`src/rtl/core_pkg.sv`:
```
// Shared core types: fetch FSM states, data widths and the fetch FIFO entry.
package core_pkg;

    localparam int XLEN = 32;
    localparam int ILEN = 32;

    typedef enum logic [0:0] {
        RUN   = 1'b0,
        DRAIN = 1'b1
    } fetch_state_e;

    typedef struct packed {
        logic [XLEN-1:0] pc;
        logic [ILEN-1:0] inst;
    } fetch_entry_t;

    // Instruction addresses are always word aligned
    function automatic logic [XLEN-1:0] word_align(input logic [XLEN-1:0] a);
        return {a[XLEN-1:2], 2'b00};
    endfunction

endpackage

```
`src/rtl/fetch_fifo.sv`:
```
// Prefetch FIFO of {pc, inst} entries with a combinational head and flush.
module fetch_fifo
    import core_pkg::*;
#(
    parameter  int DEPTH = 4,
    localparam int CNT_W = $clog2(DEPTH + 1)
) (
    input  logic             clk,
    input  logic             rst_n,
    input  logic             push_i,
    input  fetch_entry_t     push_data_i,
    input  logic             pop_i,
    input  logic             flush_i,
    output fetch_entry_t     head_o,
    output logic [CNT_W-1:0] count_o
);

    localparam int PTR_W = $clog2(DEPTH);

    fetch_entry_t     mem_q [DEPTH];
    logic [PTR_W-1:0] wr_ptr_q;
    logic [PTR_W-1:0] rd_ptr_q;
    logic [CNT_W-1:0] count_q;
    logic             do_push;
    logic             do_pop;

    // A flush swallows any same-cycle push or pop
    assign do_pop  = pop_i && (count_q != '0) && !flush_i;
    assign do_push = push_i && !flush_i && ((count_q != CNT_W'(DEPTH)) || do_pop);

    // Storage; cleared on reset so the head reads zero out of reset
    always_ff @(posedge clk or negedge rst_n) begin
        if (!rst_n) begin
            for (int i = 0; i < DEPTH; i++) mem_q[i] <= '0;
        end else if (do_push) begin
            mem_q[wr_ptr_q] <= push_data_i;
        end
    end

    // Pointers wrap naturally (DEPTH is a power of two); occupancy tracks push/pop
    always_ff @(posedge clk or negedge rst_n) begin
        if (!rst_n) begin
            wr_ptr_q <= '0;
            rd_ptr_q <= '0;
            count_q  <= '0;
        end else if (flush_i) begin
            wr_ptr_q <= '0;
            rd_ptr_q <= '0;
            count_q  <= '0;
        end else begin
            if (do_push) wr_ptr_q <= wr_ptr_q + PTR_W'(1);
            if (do_pop)  rd_ptr_q <= rd_ptr_q + PTR_W'(1);
            if (do_push && !do_pop)      count_q <= count_q + CNT_W'(1);
            else if (do_pop && !do_push) count_q <= count_q - CNT_W'(1);
        end
    end

    assign head_o  = mem_q[rd_ptr_q];
    assign count_o = count_q;

endmodule

```
`src/rtl/fetch_unit.sv`:
```
// Instruction fetch: issues in-order memory requests, buffers responses in a
// prefetch FIFO and discards in-flight responses after a redirect.
module fetch_unit
    import core_pkg::*;
#(
    parameter int              DEPTH    = 4,
    parameter int              MAX_OUT  = 2,
    parameter logic [XLEN-1:0] RESET_PC = 32'h0000_0000
) (
    input  logic            clk,
    input  logic            rst_n,
    output logic            imem_req,
    output logic [XLEN-1:0] imem_addr,
    input  logic            imem_gnt,
    input  logic            imem_rvalid,
    input  logic [ILEN-1:0] imem_rdata,
    input  logic            redirect_valid,
    input  logic [XLEN-1:0] redirect_pc,
    output logic            out_valid,
    output logic [ILEN-1:0] out_inst,
    output logic [XLEN-1:0] out_pc,
    input  logic            out_ready
);

    localparam int OUT_W  = $clog2(MAX_OUT + 1);
    localparam int CNT_W  = $clog2(DEPTH + 1);
    localparam int QPTR_W = (MAX_OUT > 1) ? $clog2(MAX_OUT) : 1;
    localparam int SUM_W  = ((CNT_W > OUT_W) ? CNT_W : OUT_W) + 1;

    fetch_state_e     state_q, state_d;
    logic [XLEN-1:0]  fetch_pc_q, fetch_pc_d;
    logic [OUT_W-1:0] outst_q, outst_d;
    logic [OUT_W-1:0] discard_q, discard_d;
    logic             en_q;

    logic [XLEN-1:0]   pcq_q [MAX_OUT];
    logic [QPTR_W-1:0] pcq_wr_q;
    logic [QPTR_W-1:0] pcq_rd_q;

    logic             grant;
    logic             rsp;
    logic             push;
    logic [CNT_W-1:0] fifo_count;
    logic [SUM_W-1:0] inflight;
    fetch_entry_t     head;
    fetch_entry_t     push_data;

    function automatic logic [QPTR_W-1:0] qinc(input logic [QPTR_W-1:0] p);
        return (p == QPTR_W'(MAX_OUT - 1)) ? '0 : p + QPTR_W'(1);
    endfunction

    // A response with nothing in flight is ignored and never counted
    assign grant    = imem_req && imem_gnt;
    assign rsp      = imem_rvalid && (outst_q != '0);
    assign outst_d  = outst_q + OUT_W'(grant) - OUT_W'(rsp);
    assign inflight = SUM_W'(fifo_count) + SUM_W'(outst_q);

    // FSM state, redirect discard count and fetch PC
    always_ff @(posedge clk or negedge rst_n) begin
        if (!rst_n) begin
            state_q    <= RUN;
            discard_q  <= '0;
            fetch_pc_q <= RESET_PC;
        end else begin
            state_q    <= state_d;
            discard_q  <= discard_d;
            fetch_pc_q <= fetch_pc_d;
        end
    end

    // Next state: redirect restarts fetch and counts stale responses to drop
    always_comb begin
        state_d    = state_q;
        discard_d  = discard_q;
        fetch_pc_d = fetch_pc_q;
        if (grant) fetch_pc_d = fetch_pc_q + 32'd4;
        if (redirect_valid) begin
            fetch_pc_d = word_align(redirect_pc);
            discard_d  = outst_d;
            state_d    = (outst_d != '0) ? DRAIN : RUN;
        end else if ((state_q == DRAIN) && rsp) begin
            discard_d = discard_q - OUT_W'(1);
            if (discard_q == OUT_W'(1)) state_d = RUN;
        end
    end

    // Outputs: request only with room for the response; buffer only live responses
    always_comb begin
        imem_req = 1'b0;
        push     = 1'b0;
        if ((state_q == RUN) && en_q && !redirect_valid) begin
            imem_req = (inflight < SUM_W'(DEPTH)) && (outst_q < OUT_W'(MAX_OUT));
        end
        push = (state_q == RUN) && rsp && !redirect_valid;
    end

    // In-flight bookkeeping: outstanding count, issue-PC ring, post-reset enable
    always_ff @(posedge clk or negedge rst_n) begin
        if (!rst_n) begin
            en_q     <= 1'b0;
            outst_q  <= '0;
            pcq_wr_q <= '0;
            pcq_rd_q <= '0;
            for (int i = 0; i < MAX_OUT; i++) pcq_q[i] <= '0;
        end else begin
            en_q    <= 1'b1;
            outst_q <= outst_d;
            if (grant) begin
                pcq_q[pcq_wr_q] <= fetch_pc_q;
                pcq_wr_q        <= qinc(pcq_wr_q);
            end
            if (rsp) pcq_rd_q <= qinc(pcq_rd_q);
        end
    end

    assign imem_addr = fetch_pc_q;
    assign push_data = '{pc: pcq_q[pcq_rd_q], inst: imem_rdata};

    fetch_fifo #(.DEPTH(DEPTH)) u_fifo (
        .clk        (clk),
        .rst_n      (rst_n),
        .push_i     (push),
        .push_data_i(push_data),
        .pop_i      (out_ready),
        .flush_i    (redirect_valid),
        .head_o     (head),
        .count_o    (fifo_count)
    );

    assign out_valid = (fifo_count != '0);
    assign out_inst  = head.inst;
    assign out_pc    = head.pc;

`ifndef SYNTHESIS
    a_rvalid_in_flight: assert property (@(posedge clk) disable iff (!rst_n)
        imem_rvalid |-> (outst_q != '0));
`endif

endmodule

```
`config.mk`:
```
export PLATFORM = sky130hd
export DESIGN_NAME = fetch_unit
export DESIGN_NICKNAME = d
export VERILOG_FILES = /design/src/rtl/core_pkg.sv /design/src/rtl/fetch_fifo.sv /design/src/rtl/fetch_unit.sv
export SDC_FILE = /design/constraint.sdc
export NUM_CORES = 1
export LEC_CHECK = 0
export BUFFER_PORTS_ARGS = -buffer_cell sky130_fd_sc_hd__buf_2
export CAP_MARGIN = 40
export CORE_UTILIZATION = 59
export DETAILED_ROUTE_END_ITERATION = 7
export GPL_TIMING_DRIVEN = 0
export HOLD_SLACK_MARGIN = 0.06
export PLACE_DENSITY = 0.86
export SKIP_CTS_REPAIR_TIMING = 1
export SLEW_MARGIN = 20
export SYNTH_ARGS = -nofsm -noshare
export SYNTH_HDL_FRONTEND = slang
export SYNTH_SLANG_ARGS = --single-unit
```
`constraint.sdc`:
```
create_clock -name clk -period 2.8 [get_ports clk]
set_input_delay 0.56 -clock clk [delete_from_list [all_inputs] [get_ports clk]]
set_output_delay 0.56 -clock clk [all_outputs]
set_load 0.02 [all_outputs]
```
# Word-level counts from Yosys, hierarchy flattened
# Cells that the tools add are included.
# word_totals
latch_bits	0
register_bits	367
output_inout_bits	98
ram_bits	0
wordCells	106
mem_count	0
in_bits	70
mem_bits_ro	0
# op_classes
n_addsub	11
div	0
n_eq_ne	2
n_lt_le_gt_ge	8
multipliers	0
n_shift	0
bitwise	5
reduce_logical	30
n_mux	30
# op_table
operator	n
$bwmux 256	1
$mux 32	6
$mux 64	3
$bmux 64 s2	1
$demux 64 s2	1
$bwmux 64	1
$add 32x3->32 const B	1
$demux 32 s1	1
$logic_and 1x1->1	16
$reduce_bool 2->1	7
$mux 2	6
$mux 3	3
$mux 1	7
$ge 3x3->1 const B	2
$not 2->3	2
$reduce_bool 3->1	2
$add 2x1->2 const B	2
$add 3x2->4	1
$ge 2x2->1 const B	2
$lt 4x3->1 const B	1
$not 1->2	2
$add 3x1->3 const B	1
$logic_not 1->1	3
$lt 3x1->1 const B	1
other kinds (12)	13

# Logic depth before layout (Yosys ltp)
# logic_depth
word_depth	11
ltp_mapped	13
depth_no_buf	11

# Cells and area by module
# Synthesis repeated with hierarchy kept, for this count alone.
# unflattened
hier_cells	1093
area_unflattened_um2	17568.1
# by_module_without_submodules
module	n_inst	area_per_inst_um2	cells_each	seq_area_each_um2
fetch_fifo	1	12712.2	665	6581.3
fetch_unit	1	4855.9	428	2452.4

# Worst setup path before layout
# Ideal clock, no wire load.
# synth_path
path_kind	reg-to-reg
start	reg outst_q[1]
end	reg state_q
synth_period_minus_slack_ns	2.481
required_time_ns	2.723
arrival_time_ns	2.403
setup_time_ns	0.077
path_stages_with_launch	14
path_slack_ns	0.319
path_buffers	2
cell_sequence	dfrtp_1 > ha_1 > nor4b_2 > and4_1 > inv_1 > buf_2 > buf_2 > ha_1 > inv_1 > ha_1 > xnor2_1 > xnor2_1 > nor2_1 > a21oi_1
# synth_between
elab_chain_len	10
word_cells_on_any_way	16
classes_between	3 x add/sub; 2 x order compare; 3 x mux; 8 x reduce/logical
# synth_rtl
item	line_no	rtl
from (decl)	fetch_unit.sv:32	logic [OUT_W-1:0] outst_q, outst_d;
from (signal assigned)	fetch_unit.sv:107	outst_q <= outst_d;
$add 3x2->4	fetch_unit.sv:56	assign inflight = SUM_W'(fifo_count) + SUM_W'(outst_q);
$lt 4x3->1	fetch_unit.sv:92	imem_req = (inflight < SUM_W'(DEPTH)) && (outst_q < OUT_W'(MAX_OUT));
$logic_and 1x1->1	fetch_unit.sv:92	
$mux 1	fetch_unit.sv:91	if ((state_q == RUN) && en_q && !redirect_valid) begin
$logic_and 1x1->1	fetch_unit.sv:53	assign grant = imem_req && imem_gnt;
$add 2x1->2	fetch_unit.sv:55	assign outst_d = outst_q + OUT_W'(grant) - OUT_W'(rsp);
$sub 2x1->2 (*)	fetch_unit.sv:55	
via outst_d[1]	fetch_unit.sv:32	
$reduce_bool 2->1 (*)	fetch_unit.sv:80	state_d = (outst_d != '0) ? DRAIN : RUN;
$mux 1 (*)	fetch_unit.sv:80	
$mux 1 (*)	fetch_unit.sv:77	if (redirect_valid) begin
to (signal assigned)	fetch_unit.sv:65	state_q <= state_d;
to (decl)	fetch_unit.sv:30	fetch_state_e state_q, state_d;
# The timed path passes the listed nets; every way through them passes the cells marked *.
# A chain may end at the register's enable or synchronous reset.

# Worst setup path after layout
# layout_path
start	reg u_fifo.rd_ptr_q[0]
end	out out_pc[10]
# layout_between
elab_chain_len	4
# layout_rtl
item	line_no	rtl
from (decl)	fetch_fifo.sv:22	logic [PTR_W-1:0] rd_ptr_q;
from (signal assigned)	fetch_fifo.sv:52	if (do_pop) rd_ptr_q <= rd_ptr_q + PTR_W'(1);
$not 2->3 (implied by the code)	fetch_fifo.sv:58	assign head_o = mem_q[rd_ptr_q];
$bmux 64 s2	fetch_fifo.sv:58	
$mux 64 (implied by the code) (2 in series)	fetch_fifo.sv:58	
to (decl)	fetch_unit.sv:21	output logic [XLEN-1:0] out_pc,
# No other way between the ends. The select of a mux whose other input is x is not followed.

==> flow_metrics.py <==
metrics = {
    "status": {
        "status": "finished, final reports clean",
    },
    "setup_path": {
        "reg2reg_to": "state_q",
        "arrival_ns": 2.17,
        "reg2regPathDepth": 12,
        "crit_path_start_kind": "flop",
        "worstPathRequired_ns": 2.24,
        "critPathCaptureType": "primary output",
        "worstPathMaxFanout": 10,
        "reg2reg_from": "outst_q[1]",
        "crit_type": "reg2out",
        "rrSetupSlack_ns": 0.15,
    },
    "clocking": {
        "clk_pin_slew_ns": 0.06,
        "root_buffer": "clkbuf_16",
        "htreeDepth": 2,
        "clock-sinks": 353,
        "numCtsBuffers": 37,
        "cts_max_path_buffers": 3,
        "clock_latency_ns": 0.52,
        "cts_tree": "built",
    },
    "min_path": {
        "hold_path_depth": 3,
        "hp-class": "in2reg",
        "min_to": "imem_addr[16]",
        "hold_start": "redirect_pc[16]",
    },
    "layout": {
        "multi_input_area_um2": 6300,
        "postLayoutCellArea_um2": 18100,
        "nNetsFinal": 1473,
        "fill_cells": 1766,
        "drive_above_1_share_pct": 37.0,
        "seq_area_um2": 8840,
        "syn_to_final_growth_pct": 16.5,
        "layout_common_cells": "350 x dfrtp_1, 180 x buf_2, 174 x mux2_2, 169 x nand2_1, 143 x o21ai_0",
        "final_cells": 1757,
        "layout_commonest_cell": "dfrtp_1",
    },
    "die": {
        "core-area_um2": 26000,
        "die_w_um": 164,
        "die_h_um": 164,
        "io_pins": 168,
        "start_util_pct": 59.9,
        "fp-row-count": 59,
        "dieArea_um2": 27100,
    },
    "power_and_ir_drop": {
        "peakVddDrop_mv": 0.710,
        "finalPower_w": 0.0167,
        "power_density_nw_per_um2": 918,
        "cellLeakagePower_nw": 8.62,
    },
    "synthesis": {
        "ys_seq_area_share_pct": 56.7,
        "synth_seq_cells": 353,
        "syn_area_um2": 15600,
        "avgSynthCellArea_um2": 13.1,
        "yosys_warnings": 0,
        "synthCells": 1188,
        "synth_ff_type": "dfrtp_1",
        "synth_cell_types": 49,
        "synth-edff-count": 0,
        "synthArstFlopShare_pct": 100,
    },
    "place": {
        "port_buffers": 161,
        "dp_cells": 1690,
        "dpl_cell_area_um2": 16900,
        "gp_congestion": 0.921,
        "post-dp-hpwl_mm": 24.2,
    },
    "sta": {
        "rsz0062_at_grt": "yes",
        "tightest_slew_ns": 0.779,
        "finalCriticalPeriod_ns": 2.73,
        "finalSetupViolCount": 0,
        "report.final.slew_viol_count": 0,
        "relSlewSlack_pct": 48.1,
        "final_hold_viol_count": 0,
        "max_freq_mhz": 367,
        "period_share_pct": 97.4,
        "finalSetupTns_ns": 0,
        "skew_ns": 0.0205,
        "whs_ns": 0.250,
    },
    "drt": {
        "detailroute.via_count": 10661,
        "viasPerCell": 6.07,
        "dr.first_iter.drc_count": 688,
        "postRouteAntennaNets": 0,
        "wl_per_cell_um": 20.6,
        "drc": 0,
        "drt_pass1_iterations": 4,
        "drt-total-wl_mm": 36.1,
    },
    "global_route": {
        "grt_pass1_wl_mm": 57.6,
        "grt_usage_pct": 27.6,
        "grt_max_degree": 102,
        "gr-total-overflow": 0,
        "antenna_found_initial": 1,
        "grt_pass1_vias": 11162,
    },
    "job": {
        "drv_cap": 0,
    },
}
==> Yosys cell counts, types with 3 or more instances <==
master,instances,area share (%)
a21oi_1,6,0.19
and3_1,7,0.28
buf_2,28,0.90
buf_4,21,1.0
clkbuf_1,31,0.75
dfrtp_1,353,57
ha_1,9,0.72
inv_1,13,0.31
mux2_1,12,0.87
mux2_2,174,13
mux2i_1,32,2.1
mux4_2,62,9.0
nand2_1,169,4.1
nand3_1,20,0.64
nand4_1,5,0.20
nor2_1,22,0.53
nor3_1,3,0.096
nor4_4,4,0.55
o211ai_1,14,0.67
o21ai_0,143,4.6
o311ai_0,11,0.62
or4_1,3,0.14
xnor2_1,9,0.51
xor2_1,5,0.28
==> registers in the layout (all words and copies together), names as in the netlist <==
name	flops
u_fifo.mem_q	248
outst_q	2
u_fifo.wr_ptr_q	2
state_q	1
discard_q	2
imem_addr	30
pcq_rd_q	1
u_fifo.count_o	3
en_q	1
u_fifo.rd_ptr_q	2
pcq_wr_q	1
pcq_q	60
==> worst max-delay path by stage <==
stage	from	end	depth (start not counted)
global placement	rst_n	pcq_q[18]	1
CTS	u_fifo.rd_ptr_q[0]	out_pc[10]	4
global route	u_fifo.rd_ptr_q[0]	out_inst[18]	3
detailed placement	outst_q[1]	state_q	13
floorplan	outst_q[1]	state_q	13
finish	u_fifo.rd_ptr_q[0]	out_pc[10]	3
==> metal layers <==
metal	share of wire, %	routed length, µm	vias up	GRT usage, %
met3	6.2	2240	78	4.37
met1	41	14900	5444	36.2
met2	50	17900	444	46.4
met4	3.0	1100	0	10.5
li1	-	-	4695	-
met5	0	0	-	0
==> critical path, cell delays in order, from the launching register on <==
cell     delay (ns)
dfrtp_2        0.54
buf_4          0.33
mux4_2         0.58
buf_2          0.18
==> metrics by stage <==
stage          setup WS (ns)  utilization, %
3_5_place_dp         -0.0635            65.0
6_report              0.0729            69.8
4_1_cts               -0.480            69.6
3_3_place_gp           -5.23            64.7
2_1_floorplan          0.319               -
5_1_grt              0.00126            69.8
==> power breakdown <==
part	leakage, nW	switching (W)	internal (W)	total (W)
Sequential	4.73	0.000776	0.00630	0.00707
Combinational	3.32	0.00258	0.00228	0.00486
Clock	0.573	0.00194	0.00278	0.00472
Total	8.62	0.00530	0.0114	0.0167
==> layout make-up <==
type | instances | share of cell area [%]
inverters | 13 | 0.269
clock buffers | 59 | 6.23
diodes | 1 | 0.0138
repair buffers | 166 | 5.05
flip-flops and latches | 353 | 48.7
well taps | 335 | 2.31
plain buffers | 79 | 2.43
clock inverters | 8 | 0.283
multi-input cells | 743 | 34.7
==> kinds of logic after synthesis <==
kind of cell	share of synthesized area [%]
AOI/OAI and AO/OA	6.77
adders and majority gates	0.852
muxes	24.5
xor gates and xnor gates	0.787
and+or+nand+nor	7.33
other	0.0482
DFF	56.7
buffers and inverters	3.02
(Power assumes the default switching activity.)
